--- config.mk ---
export PLATFORM = sky130hd
export DESIGN_NAME = prll_bs_rr_rbtr_flat
export DESIGN_NICKNAME = d
export VERILOG_FILES = /design/src/rtl/prll_bs_pkg.sv /design/src/rtl/prll_bs_rr_rbtr_if.sv /design/src/rtl/prll_bs_rr_rbtr_rr_pick.sv /design/src/rtl/prll_bs_rr_rbtr.sv /design/src/flat_wrapper.sv
export SDC_FILE = /design/constraint.sdc
export NUM_CORES = 1
export LEC_CHECK = 0
export ABC_AREA = 1
export ABC_CLOCK_PERIOD_IN_PS = 2029
export CORE_MARGIN = 2
export CORE_UTILIZATION = 40
export CTS_CLUSTER_SIZE = 30
export DETAILED_ROUTE_END_ITERATION = 7
export PLACE_DENSITY = 0.73
export SLEW_MARGIN = 20
export SYNTH_ARGS = -nofsm -noshare
export SYNTH_HDL_FRONTEND = slang
export SYNTH_SLANG_ARGS = --single-unit
--- constraint.sdc ---
create_clock -name clk -period 2.03 [get_ports clk]
set_clock_uncertainty 0.2 [all_clocks]
set_input_delay 0.406 -clock clk [delete_from_list [all_inputs] [get_ports clk]]
set_output_delay 0.406 -clock clk [all_outputs]
set_load 0.02 [all_outputs]
--- src/rtl/prll_bs_pkg.sv ---
// Shared definitions for the parallel bus arbiters: message field layout,
// broadcast encoding and the sequencer state type.
package prll_bs_pkg;

    localparam logic [7:0] BROADCAST_DFLT = 8'hFF;

    // Field positions measured down from the message MSB
    localparam int FIELD_W          = 8;
    localparam int TGT_LSB_FROM_TOP = 8;
    localparam int SRC_LSB_FROM_TOP = 16;
    localparam int ID_LSB_FROM_TOP  = 32;

    typedef enum logic [1:0] {
        S_IDLE,
        S_POP,
        S_DECODE,
        S_PUSH
    } bs_state_t;

endpackage

--- src/rtl/prll_bs_rr_rbtr_if.sv ---
// Driver-side bus of one arbiter: FIFO heads and status in, pop/push strobes
// and the shared push data out.
interface prll_bs_rr_rbtr_if #(
    parameter int BITS  = 32,
    parameter int DRVRS = 4
);
    logic [DRVRS-1:0]           pndng;
    logic [DRVRS-1:0][BITS-1:0] D_pop;
    logic [DRVRS-1:0]           full;
    logic [DRVRS-1:0]           pop;
    logic [DRVRS-1:0]           push;
    logic [BITS-1:0]            D_push;

    modport master (
        input  pndng, D_pop, full,
        output pop, push, D_push
    );

    modport slave (
        output pndng, D_pop, full,
        input  pop, push, D_push
    );
endinterface

--- src/rtl/prll_bs_rr_rbtr_rr_pick.sv ---
// Combinational round-robin priority encoder: first request after the last
// grant, wrapping around.
module rr_pick #(
    parameter  int N = 4,
    localparam int W = $clog2(N)
) (
    input  logic [N-1:0] req,
    input  logic [W-1:0] last,
    output logic [W-1:0] idx,
    output logic         valid
);

    logic [W-1:0] cand;

    always_comb begin
        idx   = '0;
        valid = 1'b0;
        cand  = '0;
        for (int k = 1; k <= N; k++) begin
            cand = W'((int'(last) + k) % N);
            if (!valid && req[cand]) begin
                valid = 1'b1;
                idx   = cand;
            end
        end
    end

endmodule

--- src/rtl/prll_bs_rr_rbtr.sv ---
// Round-robin arbiter/sequencer for one bus: pops the winning driver's head
// message, decodes its target and pushes it to one driver or broadcasts it.
module prll_bs_rr_rbtr
    import prll_bs_pkg::*;
#(
    parameter  int         BITS      = 32,
    parameter  int         DRVRS     = 4,
    parameter  logic [7:0] BROADCAST = BROADCAST_DFLT,
    localparam int         GW        = $clog2(DRVRS)
) (
    input  logic                 clk,
    input  logic                 reset,
    prll_bs_rr_rbtr_if.master    bus,
    output logic [GW-1:0]        grant,
    output logic                 busy,
    output logic [15:0]          drop_cnt
);

    localparam logic [7:0] DRVRS_B = 8'(DRVRS);

    bs_state_t         state;
    logic [BITS-1:0]   held;
    logic [DRVRS-1:0]  mask;
    logic [DRVRS-1:0]  dest_mask;
    logic              tgt_valid;
    logic [7:0]        tgt;
    logic [7:0]        src;
    logic [GW-1:0]     pick_idx;
    logic              pick_valid;
    logic              start_pop;

    assign tgt  = held[BITS-TGT_LSB_FROM_TOP +: FIELD_W];
    assign src  = held[BITS-SRC_LSB_FROM_TOP +: FIELD_W];
    assign busy = (state != S_IDLE);

    rr_pick #(.N(DRVRS)) u_pick (
        .req   (bus.pndng),
        .last  (grant),
        .idx   (pick_idx),
        .valid (pick_valid)
    );

    // A new winner may be taken from IDLE or straight out of a completed push
    assign start_pop = pick_valid &&
                       ((state == S_IDLE) || ((state == S_PUSH) && (bus.push != '0)));

    // Broadcast with an out-of-range source has nobody to exclude
    always_comb begin
        dest_mask = '0;
        tgt_valid = 1'b0;
        if (tgt == BROADCAST) begin
            tgt_valid = 1'b1;
            dest_mask = '1;
            if (src < DRVRS_B)
                dest_mask[src[GW-1:0]] = 1'b0;
        end else if (tgt < DRVRS_B) begin
            tgt_valid = 1'b1;
            dest_mask[tgt[GW-1:0]] = 1'b1;
        end
    end

    always_ff @(posedge clk or negedge reset) begin
        if (!reset) begin
            state      <= S_IDLE;
            bus.pop    <= '0;
            bus.push   <= '0;
            bus.D_push <= '0;
            grant      <= GW'(DRVRS-1);
            drop_cnt   <= '0;
            held       <= '0;
            mask       <= '0;
        end else begin
            bus.pop  <= '0;
            bus.push <= '0;
            if (start_pop) begin
                state   <= S_POP;
                bus.pop <= DRVRS'(1) << pick_idx;
                grant   <= pick_idx;
                held    <= bus.D_pop[pick_idx];
            end else begin
                unique case (state)
                    S_IDLE:   state <= S_IDLE;
                    S_POP:    state <= S_DECODE;
                    S_DECODE: begin
                        if (!tgt_valid) begin
                            if (drop_cnt != 16'hFFFF)
                                drop_cnt <= drop_cnt + 16'd1;
                            state <= S_IDLE;
                        end else begin
                            mask       <= dest_mask;
                            bus.D_push <= held;
                            state      <= S_PUSH;
                            if ((bus.full & dest_mask) == '0)
                                bus.push <= dest_mask;
                        end
                    end
                    // Stay here stalled until every masked driver can accept at once
                    S_PUSH: begin
                        if (bus.push != '0)
                            state <= S_IDLE;
                        else if ((bus.full & mask) == '0)
                            bus.push <= mask;
                    end
                    default:  state <= S_IDLE;
                endcase
            end
        end
    end

endmodule

--- src/flat_wrapper.sv ---
// flat-port wrapper written by rule: the top's interface ports become plain ports
module prll_bs_rr_rbtr_flat import prll_bs_pkg::*;
#(
    parameter  int         BITS      = 32,
    parameter  int         DRVRS     = 4,
    parameter  logic [7:0] BROADCAST = BROADCAST_DFLT,
    localparam int         GW        = $clog2(DRVRS)
)
  (clk, reset, grant, busy, drop_cnt, bus_pndng, bus_D_pop, bus_full, bus_pop, bus_push, bus_D_push);
  prll_bs_rr_rbtr_if #(.BITS(BITS), .DRVRS(DRVRS)) bus_i ();
  input  logic clk;
  input  logic reset;
  output logic [GW-1:0] grant;
  output logic busy;
  output logic [15:0] drop_cnt;
  input wire logic [$bits(bus_i.pndng)-1:0] bus_pndng;
  input wire logic [$bits(bus_i.D_pop)-1:0] bus_D_pop;
  input wire logic [$bits(bus_i.full)-1:0] bus_full;
  output wire logic [$bits(bus_i.pop)-1:0] bus_pop;
  output wire logic [$bits(bus_i.push)-1:0] bus_push;
  output wire logic [$bits(bus_i.D_push)-1:0] bus_D_push;
  assign bus_i.pndng = bus_pndng;
  assign bus_i.D_pop = bus_D_pop;
  assign bus_i.full = bus_full;
  assign bus_pop = bus_i.pop;
  assign bus_push = bus_i.push;
  assign bus_D_push = bus_i.D_push;
  prll_bs_rr_rbtr #(.BITS(BITS), .DRVRS(DRVRS), .BROADCAST(BROADCAST)) u_core (.clk(clk), .reset(reset), .bus(bus_i), .grant(grant), .busy(busy), .drop_cnt(drop_cnt));
endmodule
### Yosys cells after proc, flatten, opt, wreduce, memory -nomap -nowiden

Index checks and enable logic that the tools add are counted.

* $add $sub $neg: 5
* magnitude comparators: 11
* equality and inequality tests: 6
* shifts and indexed selects: 1
* muxes and demuxes: 38
* bitwise gates (word level): 5
* reductions and logical operators: 18

Operators by type and width (count)
* 32-bit binary-select mux with 2-bit select: 1
* 4-bit 2-to-1 mux: 9
* 32-bit 2-to-1 mux: 1
* 2-bit by 3-bit < comparator with 1-bit output (second input constant): 7
* 16-bit by 1-bit adder with 16-bit output (second input constant): 1
* 8-bit by 3-bit < comparator with 1-bit output (second input constant): 2
* 16-bit inequality test (second input constant): 1
* 2-bit 2-to-1 mux: 7
* 1-bit 2-to-1 mux: 12
* 4-bit AND: 2
* 1-bit binary-select mux with 2-bit select: 4
* 8-bit == test (second input constant): 1
* 4-bit zero test: 2
* 2-bit one-hot mux with 4 select lines: 1
* 4-bit one-hot mux with 2 select lines: 1
* 1-bit logical AND: 7
* 2-bit by 1-bit adder with 2-bit output (second input constant): 2
* 2-bit adder (second input constant): 2
* 1-bit demux with 2-bit select: 2
* 2-bit == test (second input constant): 2
* 2-bit by 1-bit greater-or-equal comparator with 1-bit output (second input constant): 2
* 4-bit NOT: 1
* 4-bit AND reduction: 1
* 4-bit nonzero test: 1
* 9 further kinds: 12

* bits in registers: 96
* output and inout bits: 59
* word-level logic and storage cells: 92

### Logic depth before layout (Yosys ltp)

Gate-level depths: netlist of run 1.

* depth in word-level cells: 16
* depth in mapped cells: 17
* gate-level depth less buffers: 14

### Hierarchy

A second synthesis of run 1 with hierarchy kept.

* cell total of the unflattened synthesis: 711
* area total of the unflattened synthesis: 5313.8 um^2

By module, submodules not included
* prll_bs_rr_rbtr: times used 1, cells an instance 659, area an instance 5042.3 um^2
* rr_pick: times used 1, cells an instance 52, area an instance 271.5 um^2

### Worst setup path after synthesis of run 1

Ideal clock, no wire load.

* path kind: reg2reg
* start point: reg u_core.grant[0]
* end point: reg u_core.bus.D_push[15]
* library setup time: 117 ps
* arrival time: 1972 ps
* required time: 1713 ps
* path slack: -259 ps
* cell stages (with the launch flop): 15
* cells stage by stage: dfstp_2 -> buf_4 -> inv_4 -> nand2_1 -> nand2_1 -> nand2_1 -> nand2_2 -> nor2_4 -> nand2_2 -> o21ai_4 -> nand2_4 -> buf_6 -> or2_0 -> o21ai_1 -> inv_1

* longest elaborated chain between the ends: 16

RTL lines
* start: declaration: RTL line prll_bs_rr_rbtr.sv:14 `output logic [GW-1:0] grant,`
* start signal: assignment: RTL line prll_bs_rr_rbtr.sv:68 `grant <= GW'(DRVRS-1);`
* start signal: assignment: RTL line prll_bs_rr_rbtr.sv:78 `grant <= pick_idx;`
* 2-bit by 1-bit adder with 2-bit output: RTL line prll_bs_rr_rbtr_rr_pick.sv:20 `cand = W'((int'(last) + k) % N);`
* 1-bit binary-select mux with 2-bit select: RTL line prll_bs_rr_rbtr_rr_pick.sv:21 `if (!valid && req[cand]) begin`
* 1-bit 2-to-1 mux (not written as such): RTL line prll_bs_rr_rbtr_rr_pick.sv:21
* 1-bit 2-to-1 mux: RTL line prll_bs_rr_rbtr_rr_pick.sv:21
* 1-bit zero test: RTL line prll_bs_rr_rbtr_rr_pick.sv:21
* 1-bit logical AND: RTL line prll_bs_rr_rbtr_rr_pick.sv:21
* 1-bit 2-to-1 mux: RTL line prll_bs_rr_rbtr_rr_pick.sv:21
* 1-bit zero test: RTL line prll_bs_rr_rbtr_rr_pick.sv:21
* 1-bit logical AND: RTL line prll_bs_rr_rbtr_rr_pick.sv:21
* 1-bit 2-to-1 mux: RTL line prll_bs_rr_rbtr_rr_pick.sv:21
* 1-bit zero test: RTL line prll_bs_rr_rbtr_rr_pick.sv:21
* 1-bit logical AND: RTL line prll_bs_rr_rbtr_rr_pick.sv:21
* 1-bit 2-to-1 mux *: RTL line prll_bs_rr_rbtr_rr_pick.sv:21
* 1-bit logical AND *: RTL line prll_bs_rr_rbtr.sv:44 `assign start_pop = pick_valid &&`
* 1-bit NOT (no line) *
* 3-bit AND reduction (no line) *
* end signal: assignment: RTL line prll_bs_rr_rbtr.sv:91 `bus.D_push <= held;`
* end: declaration: RTL line prll_bs_rr_rbtr_if.sv:16 `output pop, push, D_push`

Every way passes the cells marked *; elsewhere a longest branch is shown, timed or not. The select of a mux whose other input is x is not followed.
A chain may end at the register's enable or synchronous reset.

### Worst setup path in the final report of run 1

* start point: reg u_core.grant[0]
* end point: reg u_core.bus.D_push[6]

Same word-level chain as after synthesis.

==> flow_summary.ini, run 1 <==
[outcome]
outcome = complete, but fails checks
violations = negative setup slack

[setup_path]
crit_type = reg2reg
crit_fanout = 7
r2r-start = u_core.grant[0]
required_ns = 2.06
cp-startpoint = u_core.grant[0]
reg2reg_to = u_core.bus.D_push[6]
end_kind = flop
slowest_stage = dfstp_2
rr_worst_depth = 12
worst_ep_arrival_time_ns = 2.46
r2r_slack_ns = -0.40
cp-start-kind = flop
path_cells = buf_12 -> nand2_2 -> nand3_1 -> nand2_2 -> nor2_4 -> nand2_4 -> o21ai_4 -> buf_12 -> nand2_8 -> or2_0 -> o21ai_1 -> inv_1
cpPeakStageDelay_ns = 0.61

[clock_network]
ctsHtreeMaxLevel = 3
cts_root_buf = clkbuf_16
clock-sinks = 96
worstSkewPairLatency_ns = 0.34
clk_pin_slew_ns = 0.07
cts_made_buffers = 9
cts_tree = yes
clk_path_buf_depth = 2

[worst_hold_path]
worstHoldPathType = reg2reg
hold_path_depth = 2
min_to = u_core.held[9]
hold_path_startpoint = u_core.held[9]

[yosys]
synth_area_leader_cell = dfrtp_1
syn_area_mm2 = 0.00617
synth_top_area_share_pct = 38.1
synth_seq_cells = 96
synth_flop_cell = dfrtp_1
syn_inst = 935
syn-num-nets = 1078
synth_cell_types = 31
ys.warnings.count = 0
ys_seq_area_share_pct = 39.0
synth.area.top_cells = dfrtp_1 38%, nand2_1 19%, nand3_1 12%, inv_1 11%, o21ai_0 2.5%
async_flop_share_pct = 100
avgSynthCellArea_um2 = 6.60
synth_edf_count = 0

[global_routing]
gr-total-overflow = 0
grt_max_degree = 65
grt_pass1_vias = 6037
grtUsageTotal_pct = 22.4
grt_pass1_wl_um = 29400
antenna_found_initial = 0

[power]
max-vdd-ir-drop_uv = 1170
total_power_mw = 16.8
power.density_mw_per_mm2 = 1750
p_leak_nw = 5.22

[drt]
wl_per_cell_um = 14.6
route.detailed.drc = 0
firstDrtPassIters = 5
vias_per_cell = 4.86
first_iter_violations = 524
ant_nets = 0
wl_um = 20000
dr_total_vias = 6691

[sta]
fin_crit_sh_pct = 120
rsz0062_at_grt = yes
report.final.setup_viol = 96
fmax_mhz = 412
maxSlewViolCount = 0
slew_headroom_pct = 64.1
worstMarginPinSlew_ns = 0.533
hold_viol = 0
finalWorstSetupSlack_ns = -0.397
min_period_ns = 2.43

[cells_and_area]
area_growth_pct = 55.7
final_nets = 1327
n_antenna_cell = 0
drive_gt1_share_pct = 13.7

[floorplan]
start_util_pct = 40.8
die_w_um = 128
core_mm2 = 0.0151
fp.dieArea_mm2 = 0.0164
die_h_um = 128
io_pins = 197
row_count = 45

[place]
post-place-ws_ns = -0.553
gp_routability_congestion = 0.891
dp.final_hpwl_um = 13700
portBuffers = 196

[run]
drv_cap = 0
## area by class of cell
class | count | area (um2)
Multi-Input combinational cell | 611 | 2990
Fill cell | 1359 | 5540
Clock inverter | 6 | 43.8
Clock buffer | 10 | 239
Tap cell | 188 | 235
Inverter | 186 | 711
Sequential cell | 96 | 2400
Timing Repair Buffer | 280 | 2980
## cell usage after synthesis, drive strengths merged, types with 8 or more instances
cell	count
a21oi	8
buf	39
dfrtp	94
inv	186
nand2	320
nand3	148
nand4	8
nor2	27
nor3	12
o21ai	44
or2	17
xor2	12
## flip-flops by register name, indices dropped and copies added (netlist names)
signal / count
u_core.bus.D_push: 32
u_core.held: 32
u_core.drop_cnt: 16
u_core.bus.pop: 4
u_core.bus.push: 4
u_core.mask: 4
u_core.grant: 2
u_core.state: 2
## placed cells by master, fill, tap and decap left out, types with 13 or more instances in the layout
master           count
buf_12              20
inv_1              178
nand2_2             17
o21ai_0             13
clkdlybuf4s50_1    180
clkbuf_16           14
nand2_1            297
nor2_1              21
dfrtp_1             94
buf_4               54
nand3_1            140
o21ai_1             30
## where the power goes
group | switching (mW) | internal (mW) | total (mW)
clock network | 0.740 | 0.869 | 1.61
registers | 0.479 | 2.66 | 3.14
logic | 6.73 | 5.33 | 12.1
total | 7.95 | 8.86 | 16.8
## cell families (layout without fill, tap and decap cells)
kind of cell / after synthesis / in the layout / synth area share, %
and+or+nand+nor: 534 / 536 / 37.3
AOI/OAI and AO/OA: 55 / 55 / 4.82
DFF: 96 / 96 / 39.0
adders and majority gates: 5 / 5 / 1.01
buffers and inverters: 230 / 482 / 15.8
xor gates and xnor gates: 15 / 15 / 2.13
## per-stage QoR
stage / hold slack, ns / TNS [ns] / cell area [um2] / util [%] / instances
after floorplan: -0.0896 / -16.34 / 6260 / - / 935
after global placement: 0.105 / -39.61 / 8790 / 58.0 / 1341
after detailed placement: 0.106 / -45.72 / 8790 / 58.0 / 1341
after CTS: 0.278 / -20.98 / 9240 / 61.0 / 1364
after global routing: 0.311 / -37.61 / 9610 / 63.5 / 1377
final: 0.278 / -27.60 / 9610 / 63.5 / 1377
## metal layers
metal | up-vias | wire length [um] | global-route usage (%)
li1 | 3352 | - | -
met1 | 3047 | 8330 | 29.2
met2 | 263 | 9880 | 38.9
met3 | 29 | 1400 | 3.67
met4 | 0 | 430 | 5.56
met5 | - | 0 | 0
## worst max path at each step
stage,to,depth (start not counted)
after detailed placement,u_core.bus.D_push[4],12
final,u_core.bus.D_push[6],12
after floorplan,u_core.bus.D_push[15],14
after global routing,u_core.bus.D_push[6],13
after CTS,u_core.held[19],15
after global placement,u_core.held[19],15
## critical path, delay by kind of cell (launching register included)
family,cells,cell delay (ns)
and+or+nand+nor,7,0.83
AOI/OAI and AO/OA,2,0.31
DFF,1,0.61
buffers and inverters,3,0.36
## repair_timing
item                                    CTS  global route
gates resized for setup                  32            41
gates cloned                              3             9
buffers inserted                          3             4
hold buffers                              1             0
hold endpoints to repair                 18             0
pin swaps                                 3             9
endpoints found under the setup margin  103           105
No activity file was read; power rests on OpenSTA's default activity.
==> inputs of run 2 (changes only) <==
--- a/config.mk
+++ b/config.mk
@@ -6,12 +6,11 @@
 export NUM_CORES = 1
 export LEC_CHECK = 0
 export ABC_AREA = 1
-export ABC_CLOCK_PERIOD_IN_PS = 2029
+export ABC_CLOCK_PERIOD_IN_PS = 2100
 export CORE_MARGIN = 2
-export CORE_UTILIZATION = 40
+export CORE_UTILIZATION = 30
 export CTS_CLUSTER_SIZE = 30
 export DETAILED_ROUTE_END_ITERATION = 7
-export PLACE_DENSITY = 0.73
 export SLEW_MARGIN = 20
 export SYNTH_ARGS = -nofsm -noshare
 export SYNTH_HDL_FRONTEND = slang
==> constraint.sdc (replaced) <==
create_clock -name clk -period 2.1 [get_ports clk]
set_clock_uncertainty 0.2 [all_clocks]
set_input_delay 0.42 -clock clk [delete_from_list [all_inputs] [get_ports clk]]
set_output_delay 0.42 -clock clk [all_outputs]
set_load 0.02 [all_outputs]
==> run 2 against run 1 <==
Compared with the run above: the flow still finishes with violations (negative setup slack); worst setup slack better by 0.10 ns; first-iteration DRC count is 43% lower; via count is 4.1% lower; worst hold slack worse by 0.0057 ns; final cell count is 5.6% higher; maximum frequency is 1.5% higher; global-route usage is 4.6 points lower; clock power is 4% higher.
==> flow_summary.ini, run 2 (same netlist as run 1, synthesis figures left out) <==
[outcome]
outcome = complete, but fails checks
violations = negative setup slack

[setup_path]
worstSetupPathDepth = 14
slowest_stage = dfstp_2
cpPeakStageDelay_ns = 0.64
reg2reg_to = u_core.bus.D_push[4]
worst_ep_arrival_time_ns = 2.45
end_kind = flop
crit_end = u_core.bus.D_push[4]
rr_worst_depth = 14
crit_family = buffers and inverters
path_cells = buf_4 -> nand2_1 -> nand2_2 -> nand2_1 -> nand2_2 -> inv_1 -> nand2_4 -> o21ai_4 -> buf_12 -> nand2_8 -> inv_8 -> bufbuf_16 -> o21ai_1 -> inv_1
cp-startpoint = u_core.grant[0]
r2r-start = u_core.grant[0]
crit_type = reg2reg
required_ns = 2.16
cp.buffers_inverters = 6
r2r_slack_ns = -0.29
crit_fanout = 6
cp-start-kind = flop

[clock_network]
cts_made_buffers = 9
clk_pin_slew_ns = 0.08
ctsHtreeMaxLevel = 3
clk_path_buf_depth = 2
cts_root_buf = clkbuf_16
clock-sinks = 96
cts_tree = yes
worstSkewPairLatency_ns = 0.36

[global_routing]
grt_pass1_vias = 6105
grtUsageTotal_pct = 17.9
grt_max_degree = 65
grt_pass1_wl_um = 31100
antenna_found_initial = 1
gr-total-overflow = 0

[sta]
finalWorstSetupSlack_ns = -0.293
slew_headroom_pct = 54.0
min_period_ns = 2.39
fmax_mhz = 418
worstMarginPinSlew_ns = 0.686
fin_crit_sh_pct = 114
maxSlewViolCount = 0
hold_viol = 0
report.final.setup_viol = 96
rsz0062_at_grt = yes

[floorplan]
io_pins = 197
start_util_pct = 30.5
row_count = 52
die_w_um = 147
fp.dieArea_mm2 = 0.0217
die_h_um = 147
core_mm2 = 0.0202

[cells_and_area]
final_common_cell = nand2_1
finish.utilization_pct = 48.4
final_nets = 1321
nFillCells = 2021
fin_area_mm2 = 0.00978
area_growth_pct = 58.5
layout_common_cells = 296 x nand2_1, 187 x clkdlybuf4s50_1, 179 x inv_1
largestRegisters = u_core.bus.D_push x32, u_core.held x32, u_core.drop_cnt x16
instances_no_fill = 1454
drive_gt1_share_pct = 13.3

[drt]
dr_total_vias = 6414
vias_per_cell = 4.41
wl_um = 20200
wl_per_cell_um = 13.9
route.detailed.drc = 0
first_iter_violations = 301
firstDrtPassIters = 4
ant_nets = 0

[place]
gp_routability_congestion = 0.863
dp.cells = 1418
placed_cell_area_mm2 = 0.00887
portBuffers = 196
dp.final_hpwl_um = 14300
post-place-ws_ns = -0.562

[power]
max-vdd-ir-drop_uv = 947
power.density_mw_per_mm2 = 1650
p_leak_nw = 5.18

[run]
drv_cap = 0

[worst_hold_path]
worstHoldPathType = reg2reg
## run 2: how the worst min path moves through the flow
stage / slack (ns) / end / cells past startpoint / startpoint
global placement: 0.20 / u_core.drop_cnt[0] / 1 / reset
detailed placement: 0.20 / u_core.drop_cnt[0] / 1 / reset
floorplan: -0.08 / u_core.bus.D_push[0] / 0 / reset
CTS: 0.28 / u_core.held[12] / 2 / u_core.held[12]
global route: 0.29 / u_core.held[12] / 2 / u_core.held[12]
finish: 0.27 / u_core.held[11] / 2 / u_core.held[11]
## run 2: stage by stage
| step | setup TNS (ns) | power [mW] | hold slack [ns] |
|---|---|---|---|
| 4_1_cts | -16.22 | 15.2 | 0.278 |
| 2_1_floorplan | -9.48 | 9.21 | -0.0756 |
| 3_5_place_dp | -43.80 | 12.7 | 0.198 |
| 6_report | -21.15 | 16.2 | 0.272 |
| 5_1_grt | -34.82 | 17.5 | 0.292 |
| 3_3_place_gp | -38.32 | 12.6 | 0.200 |
## run 2: area by class of cell
type                            count  area [um2]  share of cell area (%)
Multi-Input combinational cell    613        3070                    31.4
Timing Repair Buffer              271        2930                    30.0
Sequential cell                    96        2400                    24.6
Inverter                          186         721                    7.37
Tap cell                          270         338                    3.45
Clock buffer                        9         225                    2.30
Clock inverter                      7        78.8                   0.806
Timing Repair inverter              1        8.76                  0.0895
Antenna cell                        1        2.50                  0.0256
## run 2: per-layer routing
layer	share of wire, %	wire length (um)	track usage (%)
met4	1.2	248	5.00
met5	0	0	0
met1	46	9280	24.8
met2	47	9550	28.7
met3	5.6	1140	3.18
## run 2: where the power goes
part           total, mW  leakage [nW]  internal (mW)  switching [mW]
clock network       1.68         0.151          0.854           0.828
registers           3.05          1.24           2.57           0.477
logic               11.4          3.79           4.99            6.43
total               16.2          5.18           8.41            7.74
## run 2: worst reg2reg max path, cell delays in order, from the launching register on
cell and delay (ns):
dfstp_2 0.64, buf_4 0.15, nand2_1 0.06, nand2_2 0.09, nand2_1 0.08, nand2_2 0.08, inv_1 0.08, nand2_4 0.09
o21ai_4 0.06, buf_12 0.18, nand2_8 0.12, inv_8 0.05, bufbuf_16 0.26, o21ai_1 0.11, inv_1 0.04
## run 2: what timing repair did
action,4_1_cts,5_1_grt
hold endpoints to repair,28,0
gates resized for setup,53,32
pin swaps,5,3
cloned,7,5
setup buffers,5,1
setup endpoints to repair,98,103
hold buffers,1,0
